`src/rtl/rc4_pkg.sv`:
```
// Shared types and helpers for the RC4 key-scheduling engine.
package rc4_pkg;

    typedef enum logic [3:0] {
        IDLE, INIT_WR, RD_I, CAP_I, ADD_J, RD_J, CAP_J, WR_I, WR_J, DONE
    } rc4_state_t;

    localparam int DEF_ADDR_W    = 8;
    localparam int DEF_KEY_BYTES = 3;
    localparam int MAX_ADDR_W    = 16;
    localparam int MAX_KEY_BYTES = 32;
    localparam int MAX_KEY_BITS  = MAX_ADDR_W * MAX_KEY_BYTES;

    // Key byte 0 sits in the MSBs; caller truncates to its own byte width.
    function automatic logic [MAX_ADDR_W-1:0] key_byte_sel(
        input logic [MAX_KEY_BITS-1:0] key,
        input int                      nbytes,
        input int                      w,
        input int                      idx
    );
        return MAX_ADDR_W'(key >> ((nbytes - 1 - idx) * w));
    endfunction

endpackage

```
`src/rtl/rc4_ksa_engine_if.sv`:
```
// Single-port S-box RAM bus between the KSA engine and the RAM.
interface rc4_ksa_engine_if
    import rc4_pkg::*;
#(
    parameter int ADDR_W = DEF_ADDR_W
);
    logic [ADDR_W-1:0] mem_addr;
    logic [ADDR_W-1:0] mem_wdata;
    logic [ADDR_W-1:0] mem_rdata;
    logic              mem_wren;

    modport master (output mem_addr, output mem_wdata, output mem_wren, input  mem_rdata);
    modport slave  (input  mem_addr, input  mem_wdata, input  mem_wren, output mem_rdata);
endinterface

```
`src/rtl/rc4_key_index.sv`:
```
// Key index counter k (wraps at KEY_BYTES-1) and the key byte mux it drives.
module rc4_key_index
    import rc4_pkg::*;
#(
    parameter int ADDR_W    = DEF_ADDR_W,
    parameter int KEY_BYTES = DEF_KEY_BYTES
) (
    input  logic                        clk,
    input  logic                        reset_n,
    input  logic                        clear,
    input  logic                        advance,
    input  logic [KEY_BYTES*ADDR_W-1:0] key,
    output logic [ADDR_W-1:0]           key_byte
);
    localparam int KW = (KEY_BYTES > 1) ? $clog2(KEY_BYTES) : 1;

    logic [KW-1:0] k;

    always_ff @(posedge clk or negedge reset_n) begin
        if (!reset_n)     k <= '0;
        else if (clear)   k <= '0;
        else if (advance) k <= (k == KW'(KEY_BYTES - 1)) ? '0 : k + KW'(1);
    end

    assign key_byte = ADDR_W'(key_byte_sel(MAX_KEY_BITS'(key), KEY_BYTES, ADDR_W, int'(k)));

endmodule

```
`src/rtl/rc4_ksa_engine.sv`:
```
// RC4 key-scheduling engine driving an external S-box RAM with configurable read latency.
// Define RC4_INIT_EN to fill the RAM with the identity permutation before the swap loop.
module rc4_ksa_engine
    import rc4_pkg::*;
#(
    parameter int ADDR_W       = DEF_ADDR_W,
    parameter int KEY_BYTES    = DEF_KEY_BYTES,
    parameter int READ_LATENCY = 1
) (
    input  logic                        clk,
    input  logic                        reset_n,
    input  logic                        start,
    input  logic [KEY_BYTES*ADDR_W-1:0] key,
    output logic                        busy,
    output logic                        done,
    rc4_ksa_engine_if.master            mem
);
    rc4_state_t state, state_n;

    logic [ADDR_W-1:0] i, i_n, j, j_n, si, si_n, sj, sj_n;
    logic [ADDR_W-1:0] addr_q, addr_n, wdata_q, wdata_n, key_byte;
    logic [KEY_BYTES*ADDR_W-1:0] key_q, key_n;
    logic [1:0] wcnt, wcnt_n;
    logic wren_q, wren_n, busy_n, done_n, k_clr, k_adv;

    rc4_key_index #(.ADDR_W(ADDR_W), .KEY_BYTES(KEY_BYTES)) u_key_index (
        .clk(clk), .reset_n(reset_n), .clear(k_clr), .advance(k_adv),
        .key(key_q), .key_byte(key_byte)
    );

    always_ff @(posedge clk or negedge reset_n) begin
        if (!reset_n) begin
            state <= IDLE;  i <= '0;  j <= '0;  si <= '0;  sj <= '0;
            key_q <= '0;  wcnt <= '0;  addr_q <= '0;  wdata_q <= '0;
            wren_q <= 1'b0;  busy <= 1'b0;  done <= 1'b0;
        end else begin
            state <= state_n;  i <= i_n;  j <= j_n;  si <= si_n;  sj <= sj_n;
            key_q <= key_n;  wcnt <= wcnt_n;  addr_q <= addr_n;  wdata_q <= wdata_n;
            wren_q <= wren_n;  busy <= busy_n;  done <= done_n;
        end
    end

    // Next-state logic; outputs are then derived from the next state so they come out registered.
    always_comb begin
        state_n = state;  i_n = i;  j_n = j;  si_n = si;  sj_n = sj;
        key_n = key_q;  wcnt_n = wcnt;  k_clr = 1'b0;  k_adv = 1'b0;
        addr_n = '0;  wdata_n = '0;  wren_n = 1'b0;  busy_n = 1'b1;  done_n = 1'b0;

        case (state)
            IDLE: if (start) begin
                i_n = '0;  j_n = '0;  k_clr = 1'b1;  key_n = key;  wcnt_n = '0;
`ifdef RC4_INIT_EN
                state_n = INIT_WR;
`else
                state_n = RD_I;
`endif
            end
`ifdef RC4_INIT_EN
            INIT_WR: begin
                if (i == '1) begin
                    i_n = '0;
                    state_n = RD_I;
                end else begin
                    i_n = i + ADDR_W'(1);
                end
            end
`endif
            RD_I, RD_J: begin
                if (wcnt == 2'(READ_LATENCY - 1)) begin
                    wcnt_n  = '0;
                    state_n = (state == RD_I) ? CAP_I : CAP_J;
                end else begin
                    wcnt_n = wcnt + 2'd1;
                end
            end
            CAP_I: begin si_n = mem.mem_rdata;  state_n = ADD_J; end
            ADD_J: begin j_n = j + si + key_byte;  state_n = RD_J; end
            CAP_J: begin sj_n = mem.mem_rdata;  state_n = WR_I; end
            WR_I:  state_n = WR_J;
            WR_J: begin
                k_adv = 1'b1;
                if (i == '1) begin
                    state_n = DONE;
                end else begin
                    i_n = i + ADDR_W'(1);
                    state_n = RD_I;
                end
            end
            DONE:    state_n = IDLE;
            default: state_n = IDLE;
        endcase

        case (state_n)
`ifdef RC4_INIT_EN
            INIT_WR: begin addr_n = i_n;  wdata_n = i_n;  wren_n = 1'b1; end
`endif
            RD_I:    addr_n = i_n;
            RD_J:    addr_n = j_n;
            WR_I:    begin addr_n = i_n;  wdata_n = sj_n;  wren_n = 1'b1; end
            WR_J:    begin addr_n = j_n;  wdata_n = si_n;  wren_n = 1'b1; end
            DONE:    begin busy_n = 1'b0;  done_n = 1'b1; end
            IDLE:    busy_n = 1'b0;
            default: ;
        endcase
    end

    assign mem.mem_addr  = addr_q;
    assign mem.mem_wdata = wdata_q;
    assign mem.mem_wren  = wren_q;

endmodule

```
`src/flat_wrapper.sv`:
```
// flat-port wrapper written by rule: the top's interface ports become plain ports
module rc4_ksa_engine_flat import rc4_pkg::*;
#(
    parameter int ADDR_W       = DEF_ADDR_W,
    parameter int KEY_BYTES    = DEF_KEY_BYTES,
    parameter int READ_LATENCY = 1
)
  (clk, reset_n, start, key, busy, done, mem_mem_addr, mem_mem_wdata, mem_mem_wren, mem_mem_rdata);
  rc4_ksa_engine_if #(.ADDR_W(ADDR_W)) mem_i ();
  input  logic clk;
  input  logic reset_n;
  input  logic start;
  input  logic [KEY_BYTES*ADDR_W-1:0] key;
  output logic busy;
  output logic done;
  output wire logic [$bits(mem_i.mem_addr)-1:0] mem_mem_addr;
  output wire logic [$bits(mem_i.mem_wdata)-1:0] mem_mem_wdata;
  output wire logic [$bits(mem_i.mem_wren)-1:0] mem_mem_wren;
  input wire logic [$bits(mem_i.mem_rdata)-1:0] mem_mem_rdata;
  assign mem_mem_addr = mem_i.mem_addr;
  assign mem_mem_wdata = mem_i.mem_wdata;
  assign mem_mem_wren = mem_i.mem_wren;
  assign mem_i.mem_rdata = mem_mem_rdata;
  rc4_ksa_engine #(.ADDR_W(ADDR_W), .KEY_BYTES(KEY_BYTES), .READ_LATENCY(READ_LATENCY)) u_core (.clk(clk), .reset_n(reset_n), .start(start), .key(key), .busy(busy), .done(done), .mem(mem_i));
endmodule
```
`config.mk`:
```
export PLATFORM = sky130hd
export DESIGN_NAME = rc4_ksa_engine_flat
export DESIGN_NICKNAME = d
export VERILOG_FILES = /design/src/rtl/rc4_pkg.sv /design/src/rtl/rc4_ksa_engine_if.sv /design/src/rtl/rc4_key_index.sv /design/src/rtl/rc4_ksa_engine.sv /design/src/flat_wrapper.sv
export SDC_FILE = /design/constraint.sdc
export NUM_CORES = 1
export LEC_CHECK = 0
export ABC_AREA = 1
export CAP_MARGIN = 30
export CORE_UTILIZATION = 29
export DETAILED_ROUTE_END_ITERATION = 12
export HOLD_SLACK_MARGIN = 0.06
export PLACE_DENSITY = 0.59
export SLEW_MARGIN = 20
export SYNTH_ARGS = -nofsm -noshare
export SYNTH_HDL_FRONTEND = slang
export SYNTH_SLANG_ARGS = --single-unit
```
`constraint.sdc`:
```
create_clock -name clk -period 5.3 [get_ports clk]
set_input_delay 0.795 -clock clk [delete_from_list [all_inputs] [get_ports clk]]
set_output_delay 0.795 -clock clk [all_outputs]
set_load 0.05 [all_outputs]
```
==> impl_metrics.tcl <==
set metrics [dict create \
    status "complete, no violations" \
    cp_num_cells 15 \
    floorplan.core_area_mm2 0.01330 \
    layout-drive-gt1-share_pct 10.48 \
    chipWidth_um 118.9 \
    ys_dominant_reg_cell "dfrtp_1" \
    cts_htree_levels 3 \
    rsz0062_at_grt "false" \
    net_count_after_synthesis 522 \
    tritoncts.num_buffers 9 \
    initial_antenna_violation_count 0 \
    postCtsSetupRepairBufs 0 \
    timing.critical_path.buf_inv 2 \
    via_per_inst 4.428 \
    route.detailed.drc 0 \
    ctsRootBufferMaster "clkbuf_16" \
    ys_async_sr_fraction_pct 100.0 \
    synthTopCellsByCount "nand2_1, dfrtp_1, inv_1" \
    syn_inst 467 \
    max_cap_viol_count 0 \
    portBuffers 53 \
    floorplan.rows 42 \
    fin_worst_skew_ns 0.006698 \
    cp_cell_sequence "inv_1 > ha_1 > inv_1 > nand3_1 > a21oi_1 > fa_1 > ha_1 > fa_1 > nor3b_1 > nor2_1 > nand3_1 > nand3_1 > nand2_1 > nand2_1 > nand2_1" \
    post_cts_resized 0 \
    fin_setup_tns_ns 0 \
    worst-r2r-cell-count 15 \
    cp_slowest_cell "inv_1" \
    detailed_place_hpwl_um 6903 \
    final-seq-area_mm2 0.001877 \
    synth.top_cells.by_area "dfrtp_1, nand2_1, o21ai_0" \
    max_clock_freq_ghz 0.2675 \
    r2r_setup_slack_ns 1.56 \
    cts_sinks 75 \
    reg_to_reg_critical_path_startpoint "u_core.u_key_index.k[0]" \
    min_period_over_period_pct 70.53 \
    tritoncts "done" \
    utilization_pct 37.30 \
    place.gp.congestion 0.8125 \
    route.detailed.wl_per_inst_um 13.27 \
    grt_first_pass_wirelength_um 15860 \
    synth-warning-count 0 \
    timing.final.setup_violations 0 \
    cp_max_fo 25 \
    synth_top_cell_area_share_pct 47.35 \
    synth.ff_latch_count 75 \
    cellPowerDensity_mw_per_mm2 370.8 \
    worst_ep_required_time_ns 5.53 \
    synth_seq_area_share_pct 47.35 \
    grt.total_usage_pct 14.39 \
    cts_hold_buf 0 \
    power_leakage_nw 2.460 \
    multi_input_gate_area_mm2 0.001834 \
    cp_data_arrival_time_ns 3.96 \
    cp_capture_point "u_core.mem.mem_addr[7]" \
    final.min_clock_period_ns 3.738 \
    postRouteAntennaNets 0 \
    worst_ir_drop_vdd_v 0.0001669 \
    hold_viol 0 \
    num-fill-cells 1329 \
    worstSetupStartpoint "u_core.u_key_index.k[0]" \
    holdCritPathClass "flip-flop to flip-flop" \
    synth_edf_count 0 \
    worst_setup_hold_path_clk_slew_ns 0.06 \
    top_level_pins 54 \
    timing.critical_path.to_type "flip-flop" \
    via_count_of_the_first_global_routing_pass 3221 \
    layout.nets 575 \
    floorplan.initialDensity_pct 29.81 \
    start_kind "flip-flop" \
    die_area_mm2 0.01414 \
    yosysTopAreaCell "dfrtp_1" \
    detailed_router_s_first_iteration_violation_count 224 \
    antenna-diode-count 0 \
    drt_pre_antenna_iters 4 \
    synth_area_per_cell_um2 8.488 \
    clock_insertion_delay_worst_skew_ns 0.34 \
    post_synth_instance_area_mm2 0.003964 \
    timing.rr.end "u_core.mem.mem_addr[7]" \
    critical-path-max-stage-delay_ns 0.44 \
    number_of_buffers_between_clock_root_and_the_deepest_sink 2 \
    most_numerous_cell_in_the_yosys_netlist "nand2_1" \
    globalRoute.totalOverflow 0 \
    routed-via-count 3104 \
    slew-limit-headroom_pct 51.55 \
    netlist-cell-type-count 36 \
    die_height_um 118.9 \
    finalWirelength_um 9305 \
    slew_at_the_pin_with_the_worst_max_slew_slack_ns 0.7268 \
    area.growth.synth_to_final_pct 25.13 \
    critical-path-top-delay-family "adder cells" \
    category_of_the_critical_setup_timing_path "flip-flop to flip-flop" \
    grt_max_degree 46 \
    slew_viol_final 0 \
]
[stage by stage]
stage          setup slack (ns)  std cells  cell area, µm²  total power [mW]  hold WS [ns]
2_1_floorplan             1.777        467            3964             1.058        0.4436
3_3_place_gp              1.601        685            4664             1.243        0.4627
3_5_place_dp              1.520        685            4664             1.242        0.4623
4_1_cts                   1.521        701            4960             1.862        0.4824
5_1_grt                   1.258        701            4960             1.947        0.5033
6_report                  1.562        701            4960             1.839        0.4822
[metal layers]
layer,track usage [%],routed length (µm),share of wire (%)
met5,0,0,0
met4,5.222,124,1.3
met3,3.592,405,4.4
met2,22.33,4100,44
met1,19.36,4674,50
[layout make-up]
cell class | count | share of cell area, %
clock inverter | 6 | 1.337
sequential | 75 | 37.84
inverter | 52 | 4.036
tap | 176 | 4.440
clock buffer | 10 | 4.617
timing repair buffer | 54 | 10.75
multi-input combinational | 328 | 36.98
[worst register-to-register path, stage by stage, from the launching register on]
cell and delay, ns:
dfrtp_1 0.41, inv_1 0.44, ha_1 0.36, inv_1 0.32, nand3_1 0.12, a21oi_1 0.22, fa_1 0.44, ha_1 0.26
fa_1 0.44, nor3b_1 0.17, nor2_1 0.12, nand3_1 0.09, nand3_1 0.08, nand2_1 0.07, nand2_1 0.06, nand2_1 0.05
[flip-flops by register name, indices dropped and copies added, names as in the netlist, 2 cells and up]
signal,cells
u_core.key_q,24
u_core.i,8
u_core.j,8
u_core.mem.mem_addr,8
u_core.mem.mem_wdata,8
u_core.si,8
u_core.state,4
u_core.u_key_index.k,2
u_core.wcnt,2
[cell families (layout without fill, tap and decap cells)]
group           after synthesis  after routing  synth area share, %
xor+xnor                      2              2               0.4420
flops                        75             75                47.35
buf+inv                      64            122                6.376
simple gates                233            233                28.00
compound gates               73             73                10.01
fa+ha+maj                    20             20                7.828
[worst min-delay path by stage]
| stage | cells past startpoint | from | slack, ns | end |
|---|---|---|---|---|
| 2_1_floorplan | 2 | u_core.key_q[10] | 0.44 | u_core.key_q[10] |
| 3_3_place_gp | 2 | u_core.key_q[19] | 0.46 | u_core.key_q[19] |
| 3_5_place_dp | 2 | u_core.key_q[10] | 0.46 | u_core.key_q[10] |
| 4_1_cts | 2 | u_core.key_q[19] | 0.48 | u_core.key_q[19] |
| 5_1_grt | 2 | u_core.key_q[11] | 0.50 | u_core.key_q[11] |
| 6_report | 2 | u_core.key_q[10] | 0.48 | u_core.key_q[10] |
[layout by cell type, fill, tap and decap left out, drive strengths merged]
cell type,netlist,routed
nand2,177,177
dfrtp,75,75
clkdlybuf4s50,0,52
inv,52,52
o21ai,43,43
nand3,31,31
a21oi,21,21
nor2,16,16
ha,12,12
clkbuf,5,10
fa,8,8
nand4,4,4
a22o,3,3
clkinvlp,0,3
nor3,2,2
a31oi,2,2
o31ai,2,2
clkinv,0,2
buf,7,2
or2,1,1
o211ai,1,1
xnor2,1,1
nand3b,1,1
xor2,1,1
nor3b,1,1
o22ai,1,1
bufinv,0,1
[power by group]
| part | switching, mW | internal, mW |
|---|---|---|
| Sequential | 0.0514 | 0.635 |
| Clock | 0.245 | 0.364 |
| Combinational | 0.330 | 0.213 |
Power figures use the tool's default switching activity.
